### config.mk
export PLATFORM = sky130hd
export DESIGN_NAME = vga_rect_fill
export DESIGN_NICKNAME = d
export VERILOG_FILES = /design/src/rtl/vga_rect_fill_pkg.sv /design/src/rtl/vga_raster_scan.sv /design/src/rtl/vga_rect_fill.sv
export SDC_FILE = /design/constraint.sdc
export NUM_CORES = 1
export LEC_CHECK = 0
export BUFFER_PORTS_ARGS = -buffer_cell sky130_fd_sc_hd__buf_2
export CAP_MARGIN = 20
export CORE_UTILIZATION = 50
export CTS_BUF_LIST = sky130_fd_sc_hd__clkbuf_8 sky130_fd_sc_hd__clkbuf_16
export DETAILED_ROUTE_END_ITERATION = 10
export PLACE_DENSITY = 0.86
export SYNTH_ARGS = -nofsm -noshare
export SYNTH_HDL_FRONTEND = slang
export SYNTH_SLANG_ARGS = --single-unit
### constraint.sdc
create_clock -name CLOCK_50 -period 5.79 [get_ports CLOCK_50]
set_input_delay 0.8685 -clock CLOCK_50 [delete_from_list [all_inputs] [get_ports CLOCK_50]]
set_output_delay 0.8685 -clock CLOCK_50 [all_outputs]
set_load 0.03 [all_outputs]
### src/rtl/vga_rect_fill_pkg.sv
// Shared definitions for the VGA draw engines: resolution defaults and FSM state encoding.
package vga_rect_fill_pkg;

    // 640x480 resolution defaults; 320x240 uses 9/8/320/240 and 160x120 uses 8/7/160/120.
    localparam int unsigned DefXw   = 10;
    localparam int unsigned DefYw   = 9;
    localparam int unsigned DefXmax = 640;
    localparam int unsigned DefYmax = 480;
    localparam int unsigned DefCw   = 24;

    // Draw-engine state encoding, shared with the line and clear engines.
    localparam logic [1:0] StIdle = 2'd0;
    localparam logic [1:0] StDraw = 2'd1;
    localparam logic [1:0] StFin  = 2'd2;

endpackage

### src/rtl/vga_raster_scan.sv
// Raster-order pixel walker over [x0,xe) x [y0,ye). Bounds are captured on start_i.
module vga_raster_scan
#(
    parameter int unsigned XW = 10,
    parameter int unsigned YW = 9
) (
    input  logic          clk_i,
    input  logic          rst_ni,
    input  logic          start_i,
    input  logic          advance_i,
    input  logic [XW-1:0] x0_i,
    input  logic [XW:0]   xe_i,
    input  logic [YW-1:0] y0_i,
    input  logic [YW:0]   ye_i,
    output logic [XW-1:0] cx_o,
    output logic [YW-1:0] cy_o,
    output logic          last_o
);

    logic [XW-1:0] x0_q, cx_q;
    logic [XW:0]   xe_q;
    logic [YW:0]   ye_q;
    logic [YW-1:0] cy_q;
    logic [XW:0]   cx_inc;
    logic [YW:0]   cy_inc;
    logic          row_end;

    // One-wider increments so the compare against an exclusive end never wraps.
    always_comb begin
        cx_inc  = {1'b0, cx_q} + {{XW{1'b0}}, 1'b1};
        cy_inc  = {1'b0, cy_q} + {{YW{1'b0}}, 1'b1};
        row_end = (cx_inc == xe_q);
        last_o  = row_end && (cy_inc == ye_q);
    end

    // Capture bounds on start, then step one pixel per advance.
    always_ff @(posedge clk_i or negedge rst_ni) begin
        if (!rst_ni) begin
            x0_q <= '0;
            xe_q <= '0;
            ye_q <= '0;
            cx_q <= '0;
            cy_q <= '0;
        end else if (start_i) begin
            x0_q <= x0_i;
            xe_q <= xe_i;
            ye_q <= ye_i;
            cx_q <= x0_i;
            cy_q <= y0_i;
        end else if (advance_i) begin
            if (row_end) begin
                cx_q <= x0_q;
                cy_q <= cy_inc[YW-1:0];
            end else begin
                cx_q <= cx_inc[XW-1:0];
            end
        end
    end

    assign cx_o = cx_q;
    assign cy_o = cy_q;

endmodule

### src/rtl/vga_rect_fill.sv
// Rectangle-fill engine: accepts one clipped rectangle per handshake, emits one plot per pixel.
module vga_rect_fill
    import vga_rect_fill_pkg::*;
#(
    parameter int unsigned XW   = DefXw,
    parameter int unsigned YW   = DefYw,
    parameter int unsigned XMAX = DefXmax,
    parameter int unsigned YMAX = DefYmax,
    parameter int unsigned CW   = DefCw
) (
    input  logic          CLOCK_50,
    input  logic          Resetn,
    input  logic          cmd_valid,
    output logic          cmd_ready,
    input  logic [XW-1:0] cmd_x,
    input  logic [YW-1:0] cmd_y,
    input  logic [XW-1:0] cmd_w,
    input  logic [YW-1:0] cmd_h,
    input  logic [CW-1:0] cmd_color,
    output logic [XW-1:0] VGA_X,
    output logic [YW-1:0] VGA_Y,
    output logic [CW-1:0] VGA_COLOR,
    output logic          plot,
    output logic          busy,
    output logic          done
);

    localparam logic [XW:0] XLim = (XW+1)'(XMAX);
    localparam logic [YW:0] YLim = (YW+1)'(YMAX);

    logic [1:0]    state_q, state_d;
    logic [CW-1:0] color_q;
    logic [XW:0]   x_sum, xe;
    logic [YW:0]   y_sum, ye;
    logic          accept, empty_cmd, start, advance, last;

    // Clip the exclusive ends to the screen; sums are one bit wider so they never wrap.
    always_comb begin
        x_sum     = {1'b0, cmd_x} + {1'b0, cmd_w};
        y_sum     = {1'b0, cmd_y} + {1'b0, cmd_h};
        xe        = (x_sum > XLim) ? XLim : x_sum;
        ye        = (y_sum > YLim) ? YLim : y_sum;
        empty_cmd = (cmd_w == '0) || (cmd_h == '0) ||
                    ({1'b0, cmd_x} >= XLim) || ({1'b0, cmd_y} >= YLim);
        accept    = cmd_valid && (state_q == StIdle);
        start     = accept && !empty_cmd;
        advance   = (state_q == StDraw) && !last;
    end

    // Next-state: empty commands skip straight to the done cycle.
    always_comb begin
        state_d = state_q;
        case (state_q)
            StIdle:  if (accept) state_d = empty_cmd ? StFin : StDraw;
            StDraw:  if (last) state_d = StFin;
            StFin:   state_d = StIdle;
            default: state_d = StIdle;
        endcase
    end

    // State and fill colour; colour only changes when a visible rectangle starts.
    always_ff @(posedge CLOCK_50 or negedge Resetn) begin
        if (!Resetn) begin
            state_q <= StIdle;
            color_q <= '0;
        end else begin
            state_q <= state_d;
            if (start) color_q <= cmd_color;
        end
    end

    vga_raster_scan #(
        .XW (XW),
        .YW (YW)
    ) u_scan (
        .clk_i     (CLOCK_50),
        .rst_ni    (Resetn),
        .start_i   (start),
        .advance_i (advance),
        .x0_i      (cmd_x),
        .xe_i      (xe),
        .y0_i      (cmd_y),
        .ye_i      (ye),
        .cx_o      (VGA_X),
        .cy_o      (VGA_Y),
        .last_o    (last)
    );

    // Status outputs decode the registered state; position registers hold after the draw.
    always_comb begin
        cmd_ready = (state_q == StIdle);
        plot      = (state_q == StDraw);
        done      = (state_q == StFin);
        busy      = (state_q != StIdle);
        VGA_COLOR = color_q;
    end

endmodule
# == Word level (Yosys, flattened, before mapping) ==
# Cells that the tools add are included.
# totals
reg_bits,76
inputBits,65
out_inout_bits,47
# classes
addsub,4
order_cmp,4
n_eq_ne,6
mux,12
n_reduce_logical,17
# op_table
cell,n
two-way mux 10 bit,4
two-way mux 9 bit,3
"adder 10 x 1 -> 11 bit, second input constant",1
adder 10 x 10 -> 11 bit,1
equality test 11 bit,1
"> comparator 11 x 10 -> 1 bit, second input constant",1
two-way mux 11 bit,1
"adder 9 x 1 -> 10 bit, second input constant",1
adder 9 x 9 -> 10 bit,1
equality test 10 bit,1
">= comparator 10 bit, second input constant",1
"> comparator 10 x 9 -> 1 bit, second input constant",1
logical NOT 10 bit,1
">= comparator 9 bit, second input constant",1
logical NOT 9 bit,1
two-way mux 2 bit,3
nonzero test 2 bit,3
logical AND 1 bit,4
"!= test 2 x 1 -> 1 bit, second input constant",2
case mux 2 bit (2 select lines),1
AND reduction 2 bit,2
logical OR 1 bit,3
"equality test 2 x 1 -> 1 bit, second input constant",1
"equality test 2 bit, second input constant",1
2 further kinds,3

# == Depth between registers and ports, before layout ==
# logic_depth
ltp_word,8
ltp_mapped,12

# == By module ==
# From an unflattened synthesis, not the netlist that was laid out.
# hier_totals
cells_unflattened,572
hier_area_um2,5454.0
# modules_own_cells
module,n_inst,cells_per_inst,area_per_inst_um2,seq_area_each_um2
vga_raster_scan,1,339,3238.1,1251.2
vga_rect_fill,1,233,2215.9,650.6

# == Worst setup path before layout ==
# No wires, ideal clock.
# synth_path
path_type,input -> register
startpoint,input port cmd_y[0]
endpoint,register u_scan.ye_q[0]
setup_time_ps,68
arrival_time_ps,3104
required_time_ps,5722
setup_slack_ps,2618
cell_stages,10
path_buffers,0
path_cell_list,ha_1 > fa_1 > a21o_1 > a211oi_1 > nor2_1 > or4_1 > o21ai_0 > xnor2_1 > a311oi_1 > a22o_1
# synth_via
elab_chain_len,4
# synth_rtl
element,line_no,source
from (decl),vga_rect_fill.sv:16,"input logic [YW-1:0] cmd_y,"
branches (longest 4 deep; another with adder 9 x 9 -> 10 bit),-,
to (signal assigned),vga_raster_scan.sv:47,ye_q <= ye_i;
to (decl),vga_raster_scan.sv:22,logic [YW:0] ye_q;
# Several ways; the timed one is not identified.
# A chain may end at the register's enable or synchronous reset.

# == Worst setup path after layout ==
# layout_path
startpoint,"register u_scan.cx_q[0], in the netlist u_scan.cx_o[0]"
endpoint,"register u_scan.cy_q[8], in the netlist u_scan.cy_o[8]"
# layout_via
elab_chain_len,7
# layout_rtl
element,line_no,source
from (decl),vga_raster_scan.sv:20,"logic [XW-1:0] x0_q, cx_q;"
from (signal assigned),vga_raster_scan.sv:48,cx_q <= x0_i;
from (signal assigned),vga_raster_scan.sv:52,cx_q <= x0_q;
from (signal assigned),vga_raster_scan.sv:55,cx_q <= cx_inc[XW-1:0];
adder 10 x 1 -> 11 bit (*),vga_raster_scan.sv:30,"cx_inc = {1'b0, cx_q} + {{XW{1'b0}}, 1'b1};"
equality test 11 bit (*),vga_raster_scan.sv:32,row_end = (cx_inc == xe_q);
logical AND 1 bit,vga_raster_scan.sv:33,last_o = row_end && (cy_inc == ye_q);
logical NOT 1 bit,vga_rect_fill.sv:47,advance = (state_q == StDraw) && !last;
logical AND 1 bit,vga_rect_fill.sv:47,
nonzero test 2 bit (no source line),-,
AND reduction 2 bit (no source line) (*),-,
to (signal assigned),vga_raster_scan.sv:49,cy_q <= y0_i;
to (signal assigned),vga_raster_scan.sv:53,cy_q <= cy_inc[YW-1:0];
to (decl),vga_raster_scan.sv:23,logic [YW-1:0] cy_q;
# Every way passes the cells marked *; elsewhere a longest branch is shown, timed or not.

==> summary.txt <==
Timing
  – Rel. slew slack: 30.6%
  – Worst slew pin tran: 1040 ps
  – TNS Setup: 0 ps
  – Crit path time final: 3810 ps
  – Final Max Tran Viols: 0
  – Clock Skews: between 10 and 15 ps
  – Number of setup violations in the final report: 0
  – Final hold vios: 0
  – Post-route clock period utilization: 65.8%
  – Unrepaired setup endpoints after global routing: no
  – Fmax: between 200 and 300 MHz

Floorplanning
  – Die area: about 10000 µm²
  – DIE HEIGHT: 99.9 µm
  – FP Rows: 35
  – Die X-Extent: 99.9 µm
  – Initial Util: 51.6%
  – IO Count: about 110
  – Placeable Area: 9280 µm²

Global route
  – Initial antenna violation count: 0
  – Total GRT Usage: a little over a quarter
  – Vias in the first global route: 4,340
  – Gr ovfl total: 0
  – Pin count of the biggest net entering global routing: 77
  – First-pass GRT wire length: around 21,000 µm

Power
  – Int Pwr: between 1 and 1.5 mW
  – Worst vdd ir: approximately 0.35 mV
  – Gate power share: 49.2%
  – Sw frac: 47.6%
  – Total chip power: 2.83 mW
  – Psw: ~1.4 mW
  – Pwr dens: 507 nW/µm²
  – Leakage: about 2.8 nW
  – Clock power frac: about 14%
  – Register share of total power: 36.8%

Logic synthesis
  – Sequential cell area fraction in the yosys report: just under 40%
  – Number of flops mapped to enable cells by yosys: 0
  – Synth warn: 0
  – Syn Nets: 646
  – Yosys cell types: 64
  – Top cell type's share of synthesized area: 39.7%
  – Share of synthesized registers carrying an async set or reset: 100%
  – Mapped Cells: between 500 and 600
  – Area leader, netlist: dfrtp_1
  – Top area cells in the synthesized netlist: dfrtp_1, nand2_1, ha_1, xnor2_1, o21ai_0
  – Avg Inst Size Synth: 8.59 µm²
  – Top FF cell, synth: dfrtp_1
  – #FFs+latches synth: 76
  – Synth Cell Area: 4790 µm²

Setup path
  – Crit path kind: reg2reg
  – Worst reg2reg path depth: 9
  – Required @ worst endpoint: approximately 6100 ps
  – Worst EP arrival: ~4100 ps
  – R2r startpoint: u_scan.cx_o[0]$_DFFE_PN0P_
  – Crit path launch type: register
  – Setup crit end kind: register
  – Reg-to-reg setup timing slack: 1980 ps
  – Maximum fanout along the worst path: 21
  – Worst flop-to-flop path endpoint: u_scan.cy_o[8]$_DFFE_PN0P_

Placement
  – I/O Buffers: between 100 and 150
  – GP Congestion: 0.867
  – DPL Wire Length: slightly below 9000 µm

Finish
  – Sequential Area: 1900 µm²
  – Filler cells: 826
  – Most frequent cells in the layout: nand2_1, buf_2, dfrtp_1, nor2_1, o21ai_0
  – Nets: between 700 and 800
  – Multi-input gate area: 2720 µm²
  – Synth-to-Final Area Change: 16.7%
  – Share of cells above drive strength 1: 20.6%
  – Most common cell after layout, fill and taps aside: nand2_1
  – N_diodes: 0

Detailed routing
  – Drt pass-1 iters: 5
  – Vias post-DR: 4,567
  – Post-DRT Antenna Nets: 0
  – Initial DRC Count: about 260
  – Post-DR vias/cell: 5.80
  – Drt wl/cell: 15.7 µm
  – Total wire length: 12,400 µm
  – DRC Markers: 0

Min path
  – Hold path start: u_scan.x0_q[5]$_DFFE_PN0P_
  – Hold Path Class: reg2reg
  – Min-Delay Endpoint: u_scan.x0_q[5]$_DFFE_PN0P_
  – Worst hold stages: 2

Clock network
  – Root Driver: clkbuf_8
  – Clock Tree Buf Depth: 2
  – Post-CTS sizing: 0
  – CTS Buf Count: 9
  – # clock sinks: 76
  – H-tree Lvls: 3
  – Clock Latency Late Sink: about 340 ps
  – Clk pin slew, worst setup/hold paths: roughly 80 ps
  – Hold buffer count at cts: 0
  – # Post-CTS Setup Buffers: 0
  – CTS tree: yes

Flow run
  – Max_cap viols: 0

Outcome
  – Status: completed
==> power groups by stage <==
stage	combinational (mW)	clock, mW	sequential (mW)
2_1_floorplan	0.825	0	1.21
3_3_place_gp	1.34	0	1.03
3_5_place_dp	1.38	0	1.04
4_1_cts	1.39	0.403	1.04
5_1_grt	1.53	0.424	1.08
6_report	1.39	0.396	1.04
==> synthesized netlist by cell type (all sizes together) (5+ instances only) <==
cell type / instances
nand3: 15
nor4: 6
nor2: 34
xnor2: 21
dfrtp: 76
nor3: 13
nand4: 7
xor2: 13
nand2: 136
nor2b: 6
a211oi: 8
or4: 7
buf: 8
a22o: 10
a21oi: 13
ha: 21
o21a: 10
clkbuf: 19
nand2b: 5
mux2i: 6
inv: 15
or3: 6
o21ai: 29
==> routing by layer <==
| layer | wire length [µm] | part of all wire, % | track usage (%) | vias to the layer above |
|---|---|---|---|---|
| li1 | - | - | - | 2175 |
| met5 | 0 | 0 | 0 | - |
| met4 | 514 | 4.2 | 14.3 | 0 |
| met3 | 732 | 5.9 | 3.83 | 47 |
| met2 | 5810 | 47 | 41.5 | 198 |
| met1 | 5310 | 43 | 34.3 | 2147 |
==> logic make-up (layout without fill, tap and decap cells) <==
| kind of cell | Yosys count | count (layout) | synth area share [%] |
|---|---|---|---|
| simple gates | 257 | 257 | 24.8 |
| compound gates | 118 | 118 | 17.4 |
| flops | 76 | 76 | 39.7 |
| buf+inv | 42 | 143 | 3.79 |
| xor+xnor | 34 | 34 | 6.21 |
| fa+ha+maj | 23 | 23 | 6.32 |
| mux | 8 | 8 | 1.72 |
==> worst max-delay path, stage by stage, from the launching register on <==
cell	delay, ps
dfrtp_1	550
ha_1	380
nand3_2	220
or3_1	370
o32ai_1	320
o22ai_1	160
or2_1	510
or3b_1	630
or4_1	450
a31oi_1	170
==> metrics by stage <==
| step | cell area [µm²] | cells | utilization (%) | hold WS, ps | worst slack (ps) |
|---|---|---|---|---|---|
| 2_1_floorplan | 4790 | 558 | - | 440 | 2620 |
| 3_3_place_gp | 5400 | 772 | 58.2 | 455 | 2310 |
| 3_5_place_dp | 5400 | 772 | 58.2 | 460 | 2100 |
| 4_1_cts | 5590 | 788 | 60.3 | 476 | 2090 |
| 5_1_grt | 5590 | 788 | 60.3 | 497 | 1780 |
| 6_report | 5590 | 788 | 60.3 | 476 | 1980 |
==> sequential cells by signal, summed over array words and instances (netlist names) <==
name and cells:
u_scan.x0_q 10, u_scan.ye_q 10, u_scan.cy_o 9, u_scan.xe_q 11, state_q 2, u_scan.cx_o 10, VGA_COLOR 24
==> how the worst max path moves through the flow <==
stage | endpoint | cells past startpoint | slack [ps] | startpoint
3_3_place_gp | u_scan.cy_o[8]$_DFFE_PN0P_ | 9 | 2310 | u_scan.cx_o[0]$_DFFE_PN0P_
6_report | u_scan.cy_o[8]$_DFFE_PN0P_ | 9 | 1980 | u_scan.cx_o[0]$_DFFE_PN0P_
2_1_floorplan | u_scan.ye_q[0]$_DFFE_PN0P_ | 10 | 2620 | cmd_y[0]
4_1_cts | u_scan.cy_o[8]$_DFFE_PN0P_ | 9 | 2090 | u_scan.cx_o[0]$_DFFE_PN0P_
5_1_grt | u_scan.cy_o[8]$_DFFE_PN0P_ | 9 | 1780 | u_scan.cx_o[0]$_DFFE_PN0P_
3_5_place_dp | u_scan.cy_o[8]$_DFFE_PN0P_ | 9 | 2100 | u_scan.cx_o[0]$_DFFE_PN0P_
==> area by class of cell <==
cell class | instances | share of cell area [%]
Multi-Input combinational cell | 440 | 48.5
Clock buffer | 10 | 2.46
Sequential cell | 76 | 34.0
Timing Repair Buffer | 112 | 10.1
Clock inverter | 6 | 1.01
Inverter | 15 | 1.01
Tap cell | 129 | 2.89
No activity file was read; power rests on OpenSTA's default activity.
